`config.mk`:
```
export PLATFORM = sky130hd
export DESIGN_NAME = i2c_regxfer
export DESIGN_NICKNAME = d
export VERILOG_FILES = /design/src/rtl/i2c_regxfer.sv
export SDC_FILE = /design/constraint.sdc
export NUM_CORES = 1
export LEC_CHECK = 0
export ABC_AREA = 1
export ABC_CLOCK_PERIOD_IN_PS = 2700
export BUFFER_PORTS_ARGS = -buffer_cell sky130_fd_sc_hd__buf_2
export CORE_AREA = 2 2 70 72
export CTS_CLUSTER_DIAMETER = 50
export DETAILED_ROUTE_END_ITERATION = 10
export DIE_AREA = 0 0 72 74
export GPL_TIMING_DRIVEN = 0
export HOLD_SLACK_MARGIN = 0.08
export PLACE_DENSITY = 0.81
export SETUP_SLACK_MARGIN = 0.3
export SLEW_MARGIN = 0
export SYNTH_ARGS = -nofsm -noshare
export SYNTH_HDL_FRONTEND = slang
export SYNTH_SLANG_ARGS = --single-unit
export TNS_END_PERCENT = 50
```
`constraint.sdc`:
```
create_clock -name clk -period 2.7 [get_ports clk]
set_input_delay 0.54 -clock clk [delete_from_list [all_inputs] [get_ports clk]]
set_output_delay 0.54 -clock clk [all_outputs]
set_load 0.005 [all_outputs]
```
`src/rtl/i2c_regxfer.sv`:
```
// Register-transfer sequencer for i2c_master: turns one host request (dev, reg, dir, len)
// into START/address/pointer/rSTART/data/STOP byte commands and reports one result code.
module i2c_regxfer #(
  parameter int MAXLEN_LD = 4,
  parameter int C_SZ      = 5,
  parameter int S_SZ      = 6
) (
  input  logic                 clk,
  input  logic                 rst,
  input  logic                 go,
  input  logic [6:0]           dev,
  input  logic [7:0]           rega,
  input  logic                 rnw,
  input  logic [MAXLEN_LD-1:0] len,
  input  logic [7:0]           wdat,
  input  logic                 wdat_vld,
  output logic                 wdat_rdy,
  output logic [7:0]           rdat,
  output logic                 rdat_vld,
  output logic                 busy,
  output logic                 done,
  output logic [2:0]           err,
  output logic [C_SZ-1:0]      m_cmd,
  output logic [7:0]           m_dat,
  output logic                 m_ws,
  input  logic [S_SZ-1:0]      m_stat,
  input  logic [7:0]           m_dat_in
);

  localparam logic [C_SZ-1:0] C_STRT = C_SZ'(1);
  localparam logic [C_SZ-1:0] C_STOP = C_SZ'(2);
  localparam logic [C_SZ-1:0] C_WRTE = C_SZ'(4);
  localparam logic [C_SZ-1:0] C_READ = C_SZ'(8);
  localparam logic [C_SZ-1:0] C_NACK = C_SZ'(16);
  localparam int SB_BSY = 0;
  localparam int SB_DON = 1;
  localparam int SB_ACK = 2;
  localparam int SB_ALO = 3;
  localparam int SB_BBL = 4;
  localparam int SB_ERR = 5;

  typedef enum logic [3:0] {
    ST_IDLE, ST_ISSUE, ST_SETTLE, ST_WAIT, ST_EVAL, ST_FETCH, ST_ABORT, ST_ABWAIT, ST_FIN
  } state_t;
  typedef enum logic [1:0] {PH_AW, PH_RG, PH_AR, PH_DT} phase_t;

  state_t               r_state, w_nxt;
  phase_t               r_phase, w_ph_nxt;
  logic [MAXLEN_LD-1:0] r_cnt;
  logic [6:0]           r_dev;
  logic [7:0]           r_rega, r_wbyte, r_dat;
  logic                 r_rnw, r_ws;
  logic [C_SZ-1:0]      r_cmd, w_cmd;
  logic [7:0]           w_dat;
  logic [2:0]           r_err, w_errc;
  logic                 w_last, w_fail, w_nack, w_issue, w_dt_rd;

  assign w_last  = (r_cnt == '0);
  assign w_dt_rd = (r_phase == PH_DT) && r_rnw;
  assign w_fail  = m_stat[SB_ALO] | m_stat[SB_BBL] | m_stat[SB_ERR];
  assign w_nack  = !w_dt_rd && !m_stat[SB_ACK];

  always_ff @(posedge clk) begin
    if (rst) r_state <= ST_IDLE;
    else     r_state <= w_nxt;
  end

  always_comb begin
    w_nxt = r_state;
    unique case (r_state)
      ST_IDLE:   if (go) w_nxt = ST_ISSUE;
      ST_ISSUE:  if (!m_stat[SB_BSY]) w_nxt = ST_SETTLE;
      ST_SETTLE: w_nxt = ST_WAIT;
      ST_WAIT:   if (m_stat[SB_DON] && !m_stat[SB_BSY]) w_nxt = ST_EVAL;
      ST_EVAL: begin
        if (w_fail)
          w_nxt = ST_FIN;
        else if (w_nack)
          // A NACKed last write byte already carried its STOP
          w_nxt = (r_phase == PH_DT && !r_rnw && w_last) ? ST_FIN : ST_ABORT;
        else if (r_phase == PH_DT && w_last)
          w_nxt = ST_FIN;
        else if (w_ph_nxt == PH_DT && !r_rnw)
          w_nxt = ST_FETCH;
        else
          w_nxt = ST_ISSUE;
      end
      ST_FETCH:  if (wdat_vld) w_nxt = ST_ISSUE;
      ST_ABORT:  if (!m_stat[SB_BSY]) w_nxt = ST_ABWAIT;
      // The strobe cycle still shows the previous command's status
      ST_ABWAIT: if (!r_ws && m_stat[SB_DON] && !m_stat[SB_BSY]) w_nxt = ST_FIN;
      ST_FIN:    w_nxt = ST_IDLE;
      default:   w_nxt = ST_IDLE;
    endcase
  end

  always_comb begin
    w_ph_nxt = r_phase;
    w_cmd    = C_WRTE;
    w_dat    = r_rega;
    w_errc   = 3'd2;
    unique case (r_phase)
      PH_AW: begin w_ph_nxt = PH_RG; w_cmd = C_STRT | C_WRTE; w_dat = {r_dev, 1'b0}; end
      PH_RG: begin w_ph_nxt = r_rnw ? PH_AR : PH_DT; end
      PH_AR: begin w_ph_nxt = PH_DT; w_cmd = C_STRT | C_WRTE; w_dat = {r_dev, 1'b1}; end
      PH_DT: begin
        w_dat = r_wbyte;
        if (r_rnw) w_cmd = C_READ | (w_last ? (C_NACK | C_STOP) : '0);
        else       w_cmd = C_WRTE | (w_last ? C_STOP : '0);
      end
      default: ;
    endcase
    if (r_state == ST_ABORT) begin
      w_cmd = C_STOP;
      w_dat = r_dat;
    end
    if      (m_stat[SB_ALO]) w_errc = 3'd3;
    else if (m_stat[SB_BBL]) w_errc = 3'd4;
    else if (m_stat[SB_ERR]) w_errc = 3'd5;
    else if (r_phase == PH_AW || r_phase == PH_AR) w_errc = 3'd1;
    w_issue  = (r_state == ST_ISSUE || r_state == ST_ABORT) && !m_stat[SB_BSY];
    busy     = (r_state != ST_IDLE) && (r_state != ST_FIN);
    done     = (r_state == ST_FIN);
    wdat_rdy = (r_state == ST_FETCH);
    rdat_vld = (r_state == ST_EVAL) && !w_fail && w_dt_rd;
    rdat     = rdat_vld ? m_dat_in : 8'h00;
  end

  always_ff @(posedge clk) begin
    if (rst) begin
      r_phase <= PH_AW;
      r_cnt   <= '0;
      r_dev   <= '0;
      r_rega  <= '0;
      r_rnw   <= 1'b0;
      r_wbyte <= '0;
      r_err   <= '0;
      r_ws    <= 1'b0;
      r_cmd   <= '0;
      r_dat   <= '0;
    end else begin
      r_ws <= w_issue;
      if (w_issue) begin
        r_cmd <= w_cmd;
        r_dat <= w_dat;
      end
      unique case (r_state)
        ST_IDLE: if (go) begin
          r_dev   <= dev;
          r_rega  <= rega;
          r_rnw   <= rnw;
          r_cnt   <= len;
          r_err   <= '0;
          r_phase <= PH_AW;
        end
        ST_FETCH: if (wdat_vld) r_wbyte <= wdat;
        ST_EVAL: begin
          if (w_fail || w_nack) r_err <= w_errc;
          else begin
            r_phase <= w_ph_nxt;
            if (r_phase == PH_DT && !w_last) r_cnt <= r_cnt - 1'b1;
          end
        end
        default: ;
      endcase
    end
  end

  assign err   = r_err;
  assign m_ws  = r_ws;
  assign m_cmd = r_cmd;
  assign m_dat = r_dat;

endmodule

```
==> impl_metrics.toml, run 1 <==
[floorplan]
core_area_um2 = 4600
std_cell_rows = 25
die_area_um2 = 5330
initial_core_util_pct = 53.1
io_pins = 75
die_h_um = 74
dieWidth_um = 72

[logic_synthesis]
syn_inst = 358
synth-xor-area-share_pct = 0.359
syn_area_per_cell_um2 = 6.82
yosysWarnings = 0
syn-num-nets = 406
yosysSeqAreaShare_pct = 41.8
synth_top_cells_by_area = "dfxtp_1, nand2_1, a21oi_1"
synthMuxAreaShare_pct = 0
synthSimpleGateAreaFrac_pct = 25.5
synthDominantCellAreaShare_pct = 41.8
ys_ff_latch = 51
netlist_area_um2 = 2440
synth_top_family_by_area = "simple AND/OR/NAND/NOR gates"
synthAdderAreaFrac_pct = 1.03
synth-compound-area-share_pct = 20.3
synth_top_area_cell = "dfxtp_1"
yosys.cell_types.count = 27

[cts]
cts.clk_slew.worst_paths_ns = 0.09
cts_buffer_depth = 2
hold_buffers = 0
cts_max_level = 2
cts_buffers = 5
cts_tree = "built"
post_cts_buffers = 0
clockRootBuffer = "clkbuf_8"
clock_sinks = 51
clk_latency_ns = 0.30

[sta]
setup-violations-final = 0
tns_ns = 0
final.period_utilization_pct = 80.7
post-route-min-period_ns = 2.18
finalClockSkew_ns = 0.00503
slew_violations = 0
fmax_mhz = 459
rsz0062_at_grt = "false"
whs_ns = 0.455
final-hold-violation-count = 0
max_slew.worst_pin.slew_ns = 0.497
slew-limit-headroom_pct = 66.9

[layout]
nets = 485
drive_gt1_share_pct = 23.6
fin_util_pct = 64.3
mostFrequentLayoutCell = "buf_2"
nFillCells = 453
diodes = 0
final_cells = 491
layout_common_cells = "buf_2, nand2_1, a21oi_1"
area_delta_synth_final_pct = 21.2

[routing]
drt_first_pass_iters = 4
drtAntennaViolNets = 0
routed_wirelength_um = 5720
via_per_inst = 4.99
avgRoutedWirePerCell_um = 11.6
route.detailed.drc = 0
dr_total_vias = 2450
drt_iter0_drc = 176

[flow_run]
cap_violations = 0

[power]
ir_drop_v = 0.000449
power_density_nw_per_um2 = 713
power_mw = 2.11
p_leak_nw = 1.42

[global_route]
antenna_found_initial = 0
grt_pass1_wl_um = 9190
grtUsageTotal_pct = 22.0
grt_max_degree = 15
grt_pass1_vias = 2072
overflow = 0

[place]
detailedPlacementHpwl_um = 4340
port_buffers = 72
placedCellCount = 484
routabilityCongestion = 0.836

[critical_path]
critPathKind = "reg2out"
arrival_ns = 1.64
startpoint_type = "flip-flop"
endpoint_kind = "output port"
cp.required_ns = 2.16
cp_max_fo = 8

[outcome]
status = "completed"

[worst_hold_path]
min_path_type = "reg2reg"
[cells in the mapped netlist]
library cell	instances
a21oi_1	51
a21oi_2	2
buf_2	3
buf_6	1
clkbuf_1	9
clkinv_1	1
clkinv_2	1
dfxtp_1	51
ha_1	2
inv_1	47
inv_2	6
nand2_1	74
nand2_2	3
nand3_1	20
nand3_2	2
nand3b_1	4
nor2_1	32
nor2_2	3
nor2_4	2
nor3_1	3
o211ai_1	1
o21a_1	1
o21ai_0	22
o21ai_1	9
o221ai_1	3
o22ai_1	4
xnor2_1	1
[final timing paths]
path         startpoint        end  slack [ns]  depth (start not counted)
max          r_state[0]    rdat[6]        0.52                          8
min           r_rega[4]  r_rega[4]        0.46                          2
max reg2reg  r_state[3]  r_rega[0]        1.10                          5
min reg2reg   r_rega[4]  r_rega[4]        0.46                          2
[per-stage QoR]
stage	worst slack, ns	cell area (um2)
after floorplan	0.899	2440
after global placement	0.639	2870
after detailed placement	0.612	2870
after CTS	0.435	2960
after global routing	0.353	2960
final	0.520	2960
[registers in the layout, summed over array words and instances (netlist names)]
name     cells
r_state      4
r_phase      2
r_wbyte      8
m_dat        8
r_rnw        1
m_cmd        5
r_dev        7
err          3
r_rega       8
r_cnt        4
m_ws         1
[cell families after synthesis]
| kind of cell | after synthesis |
|---|---|
| AND/OR/NAND/NOR | 143 |
| XOR/XNOR | 1 |
| adder cells (fa/ha/maj) | 2 |
| buffers and inverters | 68 |
| AO/OA/AOI/OAI | 93 |
| flip-flops | 51 |
[where the power goes]
group	switching, mW	leakage, nW	total (mW)	internal [mW]
clock	0.246	0.0470	0.448	0.202
sequential	0.0625	0.418	0.958	0.895
combinational	0.443	0.956	0.704	0.261
total	0.752	1.42	2.11	1.36
[per-layer routing]
layer | routed length [um] | share of wire [%] | global-route usage (%) | vias to the layer above
li1 | - | - | - | 1306
met1 | 2590 | 45 | 26.9 | 1074
met2 | 2750 | 48 | 39.7 | 63
met3 | 304 | 5.3 | 3.66 | 7
met4 | 72 | 1.3 | 6.92 | 0
met5 | 0 | 0 | 0 | -
[layout make-up]
| class | count | area [um2] | area share, % |
|---|---|---|---|
| multi-input combinational | 239 | 1150 | 38.9 |
| sequential | 51 | 1020 | 34.6 |
| timing repair buffer | 72 | 360 | 12.2 |
| inverter | 55 | 208 | 7.02 |
| clock buffer | 6 | 82.6 | 2.79 |
| tap | 54 | 67.6 | 2.29 |
| buffer | 13 | 60.1 | 2.03 |
| clock inverter | 1 | 5.00 | 0.169 |
[worst max-delay path: stages (launching register included)]
cell and delay [ns]:
dfxtp_1 0.36, nor2_2 0.22, nand2_2 0.14, nor2_4 0.15
inv_2 0.05, nor2_2 0.11, inv_2 0.08, nor2_1 0.10
buf_2 0.12
[timing repair]
item | CTS | global route
hold endpoints to repair | 0 | 0
gates resized for setup | 0 | 1
setup endpoints to repair | 0 | 1
Note: power is estimated with default switching activity, not from simulation.
==> run 2, diff against run 1 <==
ABC_CLOCK_PERIOD_IN_PS = 1900   (was 2700)
CORE_AREA = 2 2 76 78   (was 2 2 70 72)
DIE_AREA = 0 0 78 80   (was 0 0 72 74)
PLACE_DENSITY = 0.73   (was 0.81)
clock period = 1.9 ns   (was 2.7 ns; I/O delays follow)
==> impl_metrics.toml, run 2 (synthesis gave the netlist of run 1 again) <==
[critical_path]
startpoint_type = "flip-flop"
crit_top_cell = "nor2_4"
r2r_cells = 9
r2r-start = "r_cnt[0]"
critPathTopFamily = "simple AND/OR/NAND/NOR gates"
reg2reg_slack_ns = 0.37
arrival_ns = 1.43
crit_chain = "nor2_4 > nand2_4 > nor2_4 > inv_2 > nor2_4 > inv_4 > nor2_1 > buf_2"
rr_endpoint = "r_state[1]"
cp.required_ns = 1.52
worst-path-buf-inv = 3
cp_slowest_cell = "dfxtp_4"
endpoint_kind = "output port"
cp_slowest_stage_delay_ns = 0.37
critPathKind = "reg2out"
cp_max_fo = 8

[layout]
final_cells = 517
fin_util_pct = 57.7
nets = 493
layout_common_cells = "nand2_1, buf_2, a21oi_1"
drive_gt1_share_pct = 27.9
area_delta_synth_final_pct = 27.8
diodes = 0

[sta]
slew_violations = 0
setup-violations-final = 0
fmax_mhz = 552
slew-limit-headroom_pct = 66.4
post-route-min-period_ns = 1.81
finalClockSkew_ns = 0.00879
max_slew.worst_pin.slew_ns = 0.503
rsz0062_at_grt = "true"
final.period_utilization_pct = 95.4
tns_ns = 0
final-hold-violation-count = 0
whs_ns = 0.334

[routing]
drtAntennaViolNets = 0
dr_total_vias = 2553
route.detailed.drc = 0
via_per_inst = 4.94
drt_iter0_drc = 100
routed_wirelength_um = 6280
drt_first_pass_iters = 4
avgRoutedWirePerCell_um = 12.1

[power]
ir_drop_v = 0.000663
power_mw = 3.17
power_density_nw_per_um2 = 1020
p_leak_nw = 1.48

[place]
detailedPlacementHpwl_um = 4600
routabilityCongestion = 0.911
placedCellCount = 502
port_buffers = 72

[cts]
cts_tree = "built"
cts_buffer_depth = 2
cts.clk_slew.worst_paths_ns = 0.09
cts_max_level = 2
hold_buffers = 0
cts_buffers = 5
clock_sinks = 51
clk_latency_ns = 0.30
clockRootBuffer = "clkbuf_8"

[floorplan]
initial_core_util_pct = 45.1
dieWidth_um = 78
die_h_um = 80
die_area_um2 = 6240
core_area_um2 = 5410
io_pins = 75
std_cell_rows = 27

[worst_hold_path]
holdCritStartpoint = "wdat[0]"
hold_path_end = "r_wbyte[0]"
hold_depth = 3
min_path_type = "in2reg"

[global_route]
grt_pass1_vias = 2411
overflow = 0
grt_max_degree = 15
antenna_found_initial = 0
grtUsageTotal_pct = 20.4
grt_pass1_wl_um = 10100

[outcome]
status = "completed"

[flow_run]
cap_violations = 0
run 2: layout make-up:
type                       count  area [um2]
inverter                      55         210
buffer                        13        67.6
sequential                    51        1030
clock inverter                 1        30.0
fill                         542        2290
clock buffer                   6        72.6
tap                           72        90.1
timing repair buffer          80         420
multi-input combinational    239        1190
run 2: worst max-delay path by stage:
stage                     from      end  slack [ns]  cells past startpoint
floorplan           r_state[2]  rdat[0]        0.36                      8
global placement     m_stat[4]  rdat[2]        0.17                      9
global route        r_state[0]  rdat[5]       0.006                      8
finish              r_state[0]  rdat[5]        0.09                      8
detailed placement   m_stat[4]  rdat[4]        0.16                      9
CTS                 r_state[2]  rdat[4]        0.09                      9
run 2: worst register-to-register path: cells and delay by family (launching register included):
kind / cells / cell delay, ns
simple gates: 6 / 0.76
flops: 1 / 0.32
fa+ha+maj: 1 / 0.16
buf+inv: 1 / 0.12
compound gates: 1 / 0.05
run 2: metrics by stage:
stage,area (um2),setup slack (ns)
3_3_place_gp,2890,0.166
3_5_place_dp,2890,0.165
4_1_cts,3060,0.0888
2_1_floorplan,2440,0.360
6_report,3120,0.0883
5_1_grt,3120,0.00591
run 2: repair_timing:
item,in CTS,in global routing
resized for setup,9,17
buffers inserted,5,3
pin swaps,3,6
endpoints found under the setup margin,10,44
cloned,0,0
run 2: power by group:
group	total [mW]	switching [mW]	internal (mW)
clock	0.724	0.338	0.386
sequential	1.37	0.0961	1.28
combinational	1.07	0.666	0.405
run 2: routing by layer:
metal  GRT usage, %  share of wire, %  vias up  wire length, um
met5              0                 0        -                0
met4           8.60              0.94        0               59
met3           4.30               6.3        5              393
met2           36.2                49       85             3050
met1           23.8                44     1138             2780
li1               -                 -     1325                -
==> run 3, diff against run 2 <==
BUFFER_PORTS_ARGS = -buffer_cell sky130_fd_sc_hd__buf_4   (was -buffer_cell sky130_fd_sc_hd__buf_2)
GPL_TIMING_DRIVEN = not set   (was 0)
TNS_END_PERCENT = 20   (was 50)
==> impl_metrics.toml, run 3 (synthesis gave the netlist of run 1 again) <==
[power]
power_mw = 3.09
ir_drop_v = 0.000451
p_comb_share_pct = 35.8
netSwitchingFraction_pct = 35.1
internal_power_mw = 2.00
power_frac_seq_pct = 44.7
p_clk_share_pct = 19.4
power_density_nw_per_um2 = 958
p_switching_mw = 1.09
p_leak_nw = 1.47

[routing]
avgRoutedWirePerCell_um = 12.0
via_per_inst = 5.07
drt_iter0_drc = 154
drtAntennaViolNets = 0
routed_wirelength_um = 6070
drt_first_pass_iters = 4
dr_total_vias = 2568
route.detailed.drc = 0

[cts]
cts_max_level = 2
cts_buffer_depth = 2
clk_latency_ns = 0.31
cts_tree = "built"
clockRootBuffer = "clkbuf_8"
cts_buffers = 5
cts.clk_slew.worst_paths_ns = 0.09
hold_buffers = 0
clock_sinks = 51

[global_route]
grtUsageTotal_pct = 20.3
overflow = 0
grt_pass1_vias = 2422
grt_max_degree = 34
antenna_found_initial = 0
grt_pass1_wl_um = 10200

[critical_path]
critPathKind = "reg2out"
r2r_cells = 8
reg2reg_slack_ns = 0.36
cp_max_fo = 8
r2r-start = "r_state[2]"
endpoint_kind = "output port"
rr_endpoint = "r_phase[0]"
arrival_ns = 1.44
startpoint_type = "flip-flop"
crit_start = "r_state[0]"
cp.required_ns = 1.52

[floorplan]
initial_core_util_pct = 45.1
io_pins = 75
die_h_um = 80
die_area_um2 = 6240
std_cell_rows = 27
core_area_um2 = 5410
dieWidth_um = 78

[outcome]
status = "completed"

[sta]
rsz0062_at_grt = "true"
fmax_mhz = 550
final-hold-violation-count = 0
finalClockSkew_ns = 0.0115
slew_violations = 0
setup-violations-final = 0
post-route-min-period_ns = 1.82
slew-limit-headroom_pct = 78.9
final.period_utilization_pct = 95.6
tns_ns = 0
max_slew.worst_pin.slew_ns = 0.315

[layout]
diodes = 0
layout_common_cells = "buf_4, nand2_1, a21oi_1"
final_cells = 507
mostFrequentLayoutCell = "buf_4"
nets = 482
fin_util_pct = 59.7
drive_gt1_share_pct = 28.0
area_delta_synth_final_pct = 32.3

[worst_hold_path]
hold_path_end = "r_dev[0]"
holdCritStartpoint = "dev[0]"
min_path_type = "in2reg"
hold_depth = 3

[place]
detailedPlacementHpwl_um = 4510
routabilityCongestion = 0.917
port_buffers = 74
placedCellCount = 495

[flow_run]
cap_violations = 0
-- run 3: changes by cell type in the layout (fill, tap and decap cells not counted), moves of 2 or more --
cell,previous run,this run
nor2_2,5,8
nor2_1,27,25
clkbuf_1,9,2
buf_2,74,0
buf_4,8,81
-- run 3: power groups by stage --
stage               Combinational [mW]  Sequential, mW  Clock, mW
finish                            1.11            1.38      0.601
global route                      1.26            1.40      0.670
CTS                               1.08            1.37      0.621
detailed placement                1.04            1.39          0
global placement                  1.02            1.38          0
floorplan                        0.710            1.38          0
-- run 3: how the worst max path moves through the flow --
stage                     depth (start not counted)  slack (ns)       to
final                                             8        0.08  rdat[3]
after global routing                              9       -0.01  rdat[7]
after CTS                                         9        0.08  rdat[6]
after detailed placement                          9        0.12  rdat[0]
after global placement                            9        0.18  rdat[2]
after floorplan                                   8        0.36  rdat[0]
-- run 3: layout make-up --
cell class                      count  area [um2]
Tap cell                           72        90.1
Timing Repair Buffer               82         619
Clock buffer                        7        76.3
Inverter                           55         216
Multi-Input combinational cell    239        1180
Fill cell                         550        2180
Clock inverter                      1        5.00
Sequential cell                    51        1040
-- run 3: per-stage QoR --
step	setup slack (ns)	instance area, um2	hold WS [ns]
floorplan	0.360	2440	0.430
global placement	0.178	3060	0.438
detailed placement	0.116	3060	0.444
CTS	0.0793	3190	0.336
global route	-0.0130	3230	0.335
finish	0.0832	3230	0.342
-- run 3: worst max-delay path, cell delays in order (launching register included) --
cell and delay, ns:
dfxtp_4 0.37, nor2_4 0.14, nand2_2 0.09, nor2_4 0.10
inv_2 0.05, nor2_4 0.10, inv_4 0.07, nor2_1 0.09
buf_4 0.11
-- run 3: routing by layer --
layer	GRT usage [%]	part of all wire (%)
met1	23.5	41
met3	4.41	7.4
met4	11.8	3.2
met5	0	0
met2	34.7	48
-- run 3: timing repair --
action / in CTS / in global routing
buffers inserted: 4 / 0
pin swaps: 3 / 4
setup endpoints to repair: 10 / 38
gates resized for setup: 10 / 16
